$ cat src/rtl/fifo_arb_pkg.sv
// fifo_arb_pkg: shared defaults and width helpers for the FIFO write arbiter.
package fifo_arb_pkg;
  localparam int NUM_REQ_DEF   = 4;
  localparam int DATA_W_DEF    = 4;
  localparam int DEPTH_DEF     = 8;
  localparam int MAX_BURST_DEF = 2;
  function automatic int level_w(input int depth);
    return $clog2(depth + 1);
  endfunction
  function automatic int idx_w(input int n);
    return n > 1 ? $clog2(n) : 1;
  endfunction
endpackage

$ cat src/rtl/rr_pick.sv
// rr_pick: one-hot pick of the first request searching circularly from last+1.
module rr_pick #(
  parameter int N  = 4,
  parameter int LW = 2
) (
  input  logic [N-1:0]  req,
  input  logic [LW-1:0] last,
  output logic [N-1:0]  pick
);
  logic [LW-1:0] idx;
  logic          found;
  always_comb begin
    pick  = '0;
    found = 1'b0;
    idx   = '0;
    for (int i = 1; i <= N; i++) begin
      idx = LW'((int'(last) + i) % N);
      if (!found && req[idx]) begin
        pick[idx] = 1'b1;
        found     = 1'b1;
      end
    end
  end
endmodule

$ cat src/rtl/fifo_wr_arbiter.sv
// fifo_wr_arbiter: round-robin arbiter for a shared FIFO write port with occupancy tracking.
// Define FIFO_ARB_BURST_EN to let an owner hold the grant for up to MAX_BURST cycles.
module fifo_wr_arbiter
  import fifo_arb_pkg::*;
#(
  parameter int NUM_REQ   = NUM_REQ_DEF,
  parameter int DATA_W    = DATA_W_DEF,
  parameter int DEPTH     = DEPTH_DEF,
  parameter int MAX_BURST = MAX_BURST_DEF
) (
  input  logic                        clk,
  input  logic                        rst_n,
  input  logic [NUM_REQ-1:0]          req,
  input  logic [NUM_REQ*DATA_W-1:0]   req_data,
  output logic [NUM_REQ-1:0]          gnt,
  output logic                        fifo_w_en,
  output logic [DATA_W-1:0]           fifo_data_in,
  input  logic                        fifo_r_en,
  output logic [level_w(DEPTH)-1:0]   level
);
  localparam int LW = idx_w(NUM_REQ);
  localparam int VW = level_w(DEPTH);
  logic [LW-1:0]      last_q, last_d;
  logic [VW-1:0]      level_q, level_d;
  logic [DATA_W-1:0]  data_q, data_d;
  logic               w_en_q;
  logic [NUM_REQ-1:0] rr, pick;
  logic               full, grant, rd_ok;
  rr_pick #(.N(NUM_REQ), .LW(LW)) u_rr (.req(req), .last(last_q), .pick(rr));
  assign full = level_q == VW'(DEPTH);
`ifdef FIFO_ARB_BURST_EN
  localparam int BW = $clog2(MAX_BURST + 1);
  logic [BW-1:0] cnt_q, cnt_d;
  logic          hold;
  // cnt_q counts consecutive grants in the current burst; a fresh round-robin win restarts it
  assign hold  = cnt_q != '0 && cnt_q < BW'(MAX_BURST) && req[last_q] && !full;
  assign pick  = hold ? (NUM_REQ'(1) << last_q) : rr;
  assign cnt_d = !grant ? '0 : hold ? cnt_q + BW'(1) : BW'(1);
  always_ff @(posedge clk) cnt_q <= !rst_n ? '0 : cnt_d;
`else
  localparam int unused_max_burst = MAX_BURST;
  assign pick = rr;
`endif
  assign gnt     = (!rst_n || full) ? '0 : pick;
  assign grant   = |gnt;
  assign rd_ok   = fifo_r_en && level_q != '0;
  assign level_d = level_q + VW'(grant) - VW'(rd_ok);
  always_comb begin
    data_d = data_q;
    last_d = last_q;
    for (int i = 0; i < NUM_REQ; i++) begin
      if (gnt[i]) begin
        data_d = req_data[i*DATA_W +: DATA_W];
        last_d = LW'(i);
      end
    end
  end
  always_ff @(posedge clk) begin
    if (!rst_n) begin
      w_en_q  <= 1'b0;
      data_q  <= '0;
      level_q <= '0;
      last_q  <= LW'(NUM_REQ - 1);
    end else begin
      w_en_q  <= grant;
      data_q  <= data_d;
      level_q <= level_d;
      last_q  <= last_d;
    end
  end
  assign fifo_w_en    = w_en_q;
  assign fifo_data_in = data_q;
  assign level        = level_q;
endmodule

$ cat config.mk
export PLATFORM = sky130hd
export DESIGN_NAME = fifo_wr_arbiter
export DESIGN_NICKNAME = d
export VERILOG_FILES = /design/src/rtl/fifo_arb_pkg.sv /design/src/rtl/rr_pick.sv /design/src/rtl/fifo_wr_arbiter.sv
export SDC_FILE = /design/constraint.sdc
export NUM_CORES = 1
export LEC_CHECK = 0
export CAP_MARGIN = 40
export CORE_ASPECT_RATIO = 1.25
export CORE_MARGIN = 2
export CORE_UTILIZATION = 25
export CTS_CLUSTER_SIZE = 30
export DETAILED_ROUTE_END_ITERATION = 10
export PLACE_DENSITY = 0.57
export SLEW_MARGIN = 5
export SYNTH_ARGS = -nofsm -noshare
export SYNTH_HDL_FRONTEND = slang
export SYNTH_SLANG_ARGS = --single-unit
$ cat constraint.sdc
create_clock -name clk -period 5.13 [get_ports clk]
set_clock_uncertainty 0.1 [all_clocks]
set_input_delay 1.539 -clock clk [delete_from_list [all_inputs] [get_ports clk]]
set_output_delay 1.539 -clock clk [all_outputs]
set_load 0.02 [all_outputs]
==> flow_summary.json <==
{
  "grt_antenna_before_repair": 0,
  "insertion_delay_ns": 0.24,
  "grt_use_total": 0.137,
  "drt_wl_total_um": 3420,
  "drcViolationCount": 0,
  "cts_buffers": 3,
  "clk_path_buf_depth": 2,
  "dieArea_um2": 5430,
  "h-tree-depth": 1,
  "end_kind": "primary output",
  "antennaDiodeCount": 0,
  "syn_avg_cell_area_um2": 9.71,
  "ios": 36,
  "post-route-util": 0.401,
  "worstMarginPinSlew_ns": 0.374,
  "cts_tree": "built",
  "syn-num-nets": 163,
  "setup_ws_ns": 0.102,
  "synth_edf_count": 0,
  "p_total_mw": 0.927,
  "crit_start": "req[3]",
  "ys_seq_elements": 11,
  "fillers": 487,
  "relSlewSlack": 0.751,
  "ys_seq_area_frac": 0.181,
  "outcome": "complete, no violations",
  "start_util": 0.259,
  "crit_type": "in -> out",
  "cts.sink_count": 11,
  "whs_ns": 0.400,
  "synth_warnings": 0,
  "fp.dieW_um": 66.3,
  "nNetsFinal": 226,
  "ant_nets": 0,
  "post-dp-hpwl_um": 2850,
  "power_density_nw_per_um2": 492,
  "fin_crit_sh": 0.980,
  "dr.pass1.iters": 4,
  "cts-hold-fix-buffers": 0,
  "grt_pass1_wl_um": 5710,
  "synth.area.top_cells": "dfxtp_1, ha_1, a311oi_4",
  "cp.arrival_ns": 3.39,
  "min_from": "fifo_data_in[0]",
  "reg2reg_from": "last_q[1]",
  "cts.clk_slew.worst_paths_ns": 0.05,
  "start_kind": "input port",
  "gp_congestion": 0.827,
  "coreArea_um2": 4690,
  "vias_per_cell": 4.85,
  "first_global_vias": 1257,
  "ir_worst_vdd_mv": 0.143,
  "hold_violations": 0,
  "drv_cap": 0,
  "wl_per_cell_um": 13.9,
  "async_reset_ff_frac": 0,
  "ys.flop_type": "dfxtp_1",
  "vias": 1197,
  "synth_cells": 125,
  "yosysTopAreaCellShare": 0.181,
  "first_iter_violations": 35,
  "final_max_slew_viol_count": 0,
  "grt_max_degree": 15,
  "finalSetupViolations": 0,
  "drive_gt1_frac": 0.294,
  "hold_path.class": "reg -> reg",
  "rsz0062_at_grt": "no",
  "p_leak_nw": 0.846,
  "root_buffer": "clkbuf_8",
  "period_needed_ns": 5.03,
  "path_max_fanout": 7,
  "num_rows": 28,
  "io_buffers": 35,
  "yosysTopAreaCell": "dfxtp_1",
  "dpl_worst_slack_ns": -0.527,
  "fin_setup_tns_ns": 0,
  "max_freq_mhz": 199,
  "fp.dieH_um": 81.9,
  "grt_overflow_total": 0,
  "synth_cell_types": 46,
  "crit_required_ns": 3.49,
  "syn_area_um2": 1210,
  "syn_to_final_growth_pct": 55.2
}
==> worst paths after layout <==
kind / cells past startpoint / to / slack (ns)
worst max register to register: 17 / level[2] / 1.08
worst min register to register: 2 / fifo_data_in[0] / 0.40
worst max-delay path: 7 / gnt[0] / 0.10
worst min-delay path: 2 / fifo_data_in[0] / 0.40
==> synth_stat cells, types with 4 or more instances <==
cell	n
inv_1	13
ha_1	14
a31oi_1	4
a32oi_1	4
and3_1	5
dfxtp_1	11
mux2i_1	4
o31ai_1	5
and2_1	6
nand4_1	4
nor2b_1	6
nor3_1	5
==> final cells by class <==
| cell class | count | area, µm² | share of cell area |
|---|---|---|---|
| Sequential cell | 11 | 220 | 0.117 |
| Clock buffer | 4 | 45.0 | 0.0239 |
| Multi-Input combinational cell | 96 | 943 | 0.501 |
| Timing Repair Buffer | 61 | 543 | 0.288 |
| Inverter | 15 | 56.3 | 0.0299 |
| Tap cell | 60 | 75.1 | 0.0399 |
==> metal layers <==
metal | vias to the layer above | wire length (µm) | global-route usage
li1 | 596 | - | -
met1 | 572 | 1330 | 0.143
met2 | 25 | 1950 | 0.268
met3 | 4 | 102 | 0.0315
met4 | 0 | 49 | 0.0408
met5 | - | 0 | 0
==> logic make-up after synthesis <==
family	count (synthesis)	share of synthesized area
xor gates and xnor gates	2	0.0144
AOI/OAI and AO/OA	31	0.246
DFF	11	0.181
buffers and inverters	18	0.0629
adders and majority gates	15	0.161
muxes	9	0.110
and+or+nand+nor	39	0.224
==> registers in the layout, summed over array words and instances (netlist names) <==
name	count
level	4
fifo_data_in	4
last_q	2
fifo_w_en	1
==> report_power, final <==
| part | switching (mW) | internal (mW) |
|---|---|---|
| sequential | 0.0273 | 0.126 |
| clock | 0.0315 | 0.0545 |
| combinational | 0.339 | 0.349 |
| total | 0.398 | 0.529 |
==> metrics by stage <==
stage,instances,instance area [µm²]
final,247,1880
after global routing,247,1880
after CTS,247,1880
after detailed placement,240,1790
after global placement,240,1790
after floorplan,125,1210
==> cell usage in the layout, fill, tap and decap left out, types with 2 or more instances in the layout <==
| cell | instances |
|---|---|
| clkdlybuf4s50_1 | 27 |
| buf_4 | 26 |
| ha_1 | 14 |
| inv_1 | 13 |
| dfxtp_1 | 11 |
| and2_1 | 6 |
| nor2b_1 | 6 |
| and3_1 | 5 |
| o31ai_1 | 5 |
| a21oi_2 | 4 |
| nand4_1 | 4 |
| a32oi_1 | 4 |
| mux2i_1 | 4 |
| a31oi_1 | 4 |
| dlygate4sd2_1 | 4 |
| nor3_1 | 3 |
| mux4_2 | 3 |
| nor3_2 | 3 |
| clkbuf_8 | 3 |
| a311oi_4 | 2 |
| inv_2 | 2 |
| mux2_2 | 2 |
| nand3_1 | 2 |
| a21oi_1 | 2 |
| clkdlybuf4s15_1 | 2 |
| clkdlybuf4s15_2 | 2 |
==> critical path: stages <==
cell	delay [ns]
dlygate4sd2_1	0.30
mux4_2	0.53
buf_4	0.17
and3_1	0.20
a311oi_4	0.31
inv_2	0.06
clkdlybuf4s15_1	0.28
==> repair_timing <==
item                       CTS  global route
setup endpoints to repair    4             0
setup buffers                3             0
gates resized for setup     20             0
Note: power is estimated with default switching activity, not from simulation.
==> patch 1 (config.mk and constraints unchanged) <==
`data_q` no longer has a reset.
--- a/src/rtl/fifo_wr_arbiter.sv
+++ b/src/rtl/fifo_wr_arbiter.sv
@@ -58,15 +58,17 @@
   always_ff @(posedge clk) begin
     if (!rst_n) begin
       w_en_q  <= 1'b0;
-      data_q  <= '0;
       level_q <= '0;
       last_q  <= LW'(NUM_REQ - 1);
     end else begin
       w_en_q  <= grant;
-      data_q  <= data_d;
       level_q <= level_d;
       last_q  <= last_d;
     end
+  end
+
+  always_ff @(posedge clk) begin
+    data_q <= data_d;
   end
   assign fifo_w_en    = w_en_q;
   assign fifo_data_in = data_q;
Formal check against the unedited RTL: differs if rst_n is asserted again (counterexample within 4 cycles, from zero or initial values and one cycle with rst_n low); with rst_n held inactive, the same outputs for 10 cycles.
==> patch 1 against the unedited design <==
  * Via count shrank 13%
  * Sequential share of layout area grew 3.0 points
  * Wire length is 16% lower
  * Combinational power down 14%
  * Global-route usage is 2.6 points lower
  * Sequential power rose by 8%
  * Area after synthesis decreased by 4.9%
  * Power fell by 8.9%
  * Final area fell by 6.2%
  * Worst setup slack better by 0.043 ns
  * Count of clock-buffer cells in the layout stayed put
  * Sequential cell count did not move
==> patch 1: results (changes against the unedited design) <==
metric,value,unit,change
Multi-input gate area,842,µm²,-11%
WHS Endpoint,level[0]$_SDFF_PN0_,,
DR WL met2,1590,µm,-18%
FF-to-FF setup slack,1.18,ns,+0.10 ns
Seq. pwr,0.166,mW,+8%
combinational share of power,0.701,,-0.041
DR WL met3,79,µm,-23%
met1 usage,0.121,,-0.0220
Placed Area,1670,µm²,-6.8%
DP Worst Slack,-0.593,ns,-0.0657 ns
CP top delay family,compound AO/OA/AOI/OAI gates,,
CP peak stage delay,0.43,ns,-0.10 ns
buffering overhead,0.271,,-0.0171
CP max stage cell,or3b_4,,
Logic inverters,18,,+3
VDD IR max,0.121,mV,-15%
Core Box Area,4430,µm²,-5.7%
Worst slew margin,0.710,,-0.0409
"Net Count, Synth",151,,-7.4%
FFs & Latches,11,,unchanged
Net Sw Power,0.351,mW,-12%
Yosys cell types,42,,-8.7%
sequential cell area share,0.147,,+0.0304
drt initial violations,33,,-5.7%
top post-synthesis cells by area,"ha_1 15%, dfxtp_1 12%, edfxtp_1 10%",,
worst endpoint data arrival time,3.35,ns,-0.04 ns
cell count after placement,219,,-8.8%
Post-Route M1 WL,1170,µm,-12%
Post-Route WL,2880,µm,-16%
Layout fillers,439,,-9.9%
outcome,"complete, no violations",,
Layout area overhead,53.1,%,
sequential share of the synthesized area,0.226,,+0.0442
Final Wtd Congestion,0.767,,-7.3%
Lkg Pwr,0.789,nW,-6.7%
Worst Hold Margin,0.519,ns,+0.119 ns
Detailed Place HPWL,2330,µm,-18%
Final #Nets,207,,-8.4%
synth cell count leaders,"14 x ha_1, 14 x inv_1, 7 x dfxtp_1, 6 x mux2i_1",,
## patch 1: cell families after synthesis
family / count (synthesis) / synth area share
compound gates: 25 / 0.244
xor+xnor: 2 / 0.0152
fa+ha+maj: 15 / 0.169
buf+inv: 20 / 0.0748
flops: 11 / 0.226
mux: 9 / 0.111
simple gates: 31 / 0.161
## patch 1: how the worst max path moves through the flow
| stage | from | endpoint | slack, ns | cells after the start |
|---|---|---|---|---|
| 2_1_floorplan | req[1] | gnt[3] | 0.55 | 5 |
| 3_3_place_gp | req[3] | gnt[0] | -0.51 | 7 |
| 3_5_place_dp | req[3] | gnt[0] | -0.59 | 7 |
| 4_1_cts | req[0] | gnt[1] | 0.15 | 9 |
| 5_1_grt | req[3] | gnt[0] | 0.05 | 7 |
| 6_report | req[3] | gnt[0] | 0.15 | 7 |
## patch 1: timing repair
item | CTS | global route
gates resized for setup | 31 | 0
setup endpoints to repair | 4 | 0
buffers inserted | 3 | 0
hold buffers | 0 | 0
==> patch 2 (same flow settings) <==
Made on the original files. Build with the macro `FIFO_ARB_BURST_EN` defined.
--- a/src/rtl/fifo_wr_arbiter.sv
+++ b/src/rtl/fifo_wr_arbiter.sv
@@ -1,5 +1,7 @@
 // fifo_wr_arbiter: round-robin arbiter for a shared FIFO write port with occupancy tracking.
 // Define FIFO_ARB_BURST_EN to let an owner hold the grant for up to MAX_BURST cycles.
+`define FIFO_ARB_BURST_EN
+
 module fifo_wr_arbiter
   import fifo_arb_pkg::*;
 #(
Formal check against the unedited RTL: not equivalent (a bounded check fails within 4 cycles, from zero or initial values and one cycle with rst_n low).
==> patch 2 against the unedited design <==
  * Sequential cell count grew 2
  * Sequential power grew 12%
  * Count of clock-buffer cells in the layout shrank 1
  * Power grew 39%
  * Area after synthesis grew 17%
  * Wire length grew 7.4%
  * Final area grew 14%
  * Worst setup slack gained 0.045 ns
  * Critical endpoint is now gnt[1]
==> patch 2: results (changes against the unedited design) <==
metric,value,unit,change
outcome,"complete, no violations",,
DR WL met3,98,µm,-3.9%
WHS Endpoint,cnt_q[0]$_SDFF_PP0_,,
met2 usage,0.212,,-0.0559
Synth Area in XOR/XNOR,0.0123,,-0.00211
Worst Hold Depth,1,,-1
Worst Setup EP,gnt[1],,
Setup crit start,req[0],,
Synth Area in Compound Gates,0.344,,+0.0978
Yosys cell types,55,,+20%
top post-synthesis cells by area,"dfxtp_1 18%, ha_1 13%, mux4_2 6.3%",,
DP Worst Slack,-0.504,ns,+0.0231 ns
worst endpoint data arrival time,3.34,ns,-0.05 ns
vias,1418,,+18%
multiplexer area fraction after synthesis,0.0995,,-0.0108
CP Max Fanout,4,,-3
hold path startpoint,cnt_q[0]$_SDFF_PP0_,,
Placed Area,2100,µm²,+17%
Post-Route M1 WL,1730,µm,+30%
Max Freq,201,MHz,+0.91%
VDD IR max,0.166,mV,+17%
Detailed Place HPWL,3090,µm,+8.4%
largest net degree at the start of global routing,17,,+2
DR WL met2,1760,µm,-9.7%
GR Util met3,0.00797,,-0.0235
Port Buffers,35,,unchanged
synth cell count leaders,"23 x inv_1, 15 x ha_1, 13 x dfxtp_1, 8 x a211oi_1, 8 x o211ai_1",,
"Net Count, Synth",194,,+19%
Post-Route WL,3680,µm,+7.4%
Final #Nets,267,,+18%
path depth of the worst reg2reg path,15,,-2
Worst slew margin,0.617,,-0.134
Worst Hold Margin,0.346,ns,-0.0540 ns
Lkg Pwr,0.971,nW,+15%
fin cells,291,,+18%
post-synthesis adder-cell area fraction,0.146,,-0.0147
mean post-synth cell area,9.17,µm²,-5.6%
share of cells above drive strength 1,0.291,,-0.00337
sequential share of the synthesized area,0.183,,+0.00166
Final Wtd Congestion,0.878,,+6.2%
FF-to-FF setup slack,1.33,ns,+0.25 ns
==> patch 2: cell count changes after synthesis, sizes merged, moves of 4 or more <==
cell    before  now
nor3         6    2
o21ai        1    6
a211oi       1    8
and2         6    2
a31oi        4    0
nand2        1    5
inv         15   25
a21o         1    5
nor2         1    7
nor2b        6    1
o211ai       1    9
==> patch 2: repair_timing <==
action,in CTS,in global routing
setup buffers,1,0
endpoints found under the setup margin,4,0
gates resized for setup,25,0
==> patch 2: final cells by class <==
class,instances,area [µm²]
clock buffer,3,41.3
clock inverter,1,5.00
fill,543,3300
inverter,25,93.8
multi-input combinational,114,1060
sequential,13,260
tap,64,80.1
timing repair buffer,71,606
==> patch 2: critical path: stages <==
cell and delay [ns]:
dlygate4sd2_1 0.26, buf_4 0.15, mux4_2 0.46, a31o_1 0.21, a221o_2 0.33, a21o_4 0.23
buf_4 0.15
==> patch 2: power by group <==
part	internal, mW	switching [mW]
clock	0.0537	0.0396
combinational	0.502	0.516
sequential	0.148	0.0247
total	0.703	0.580
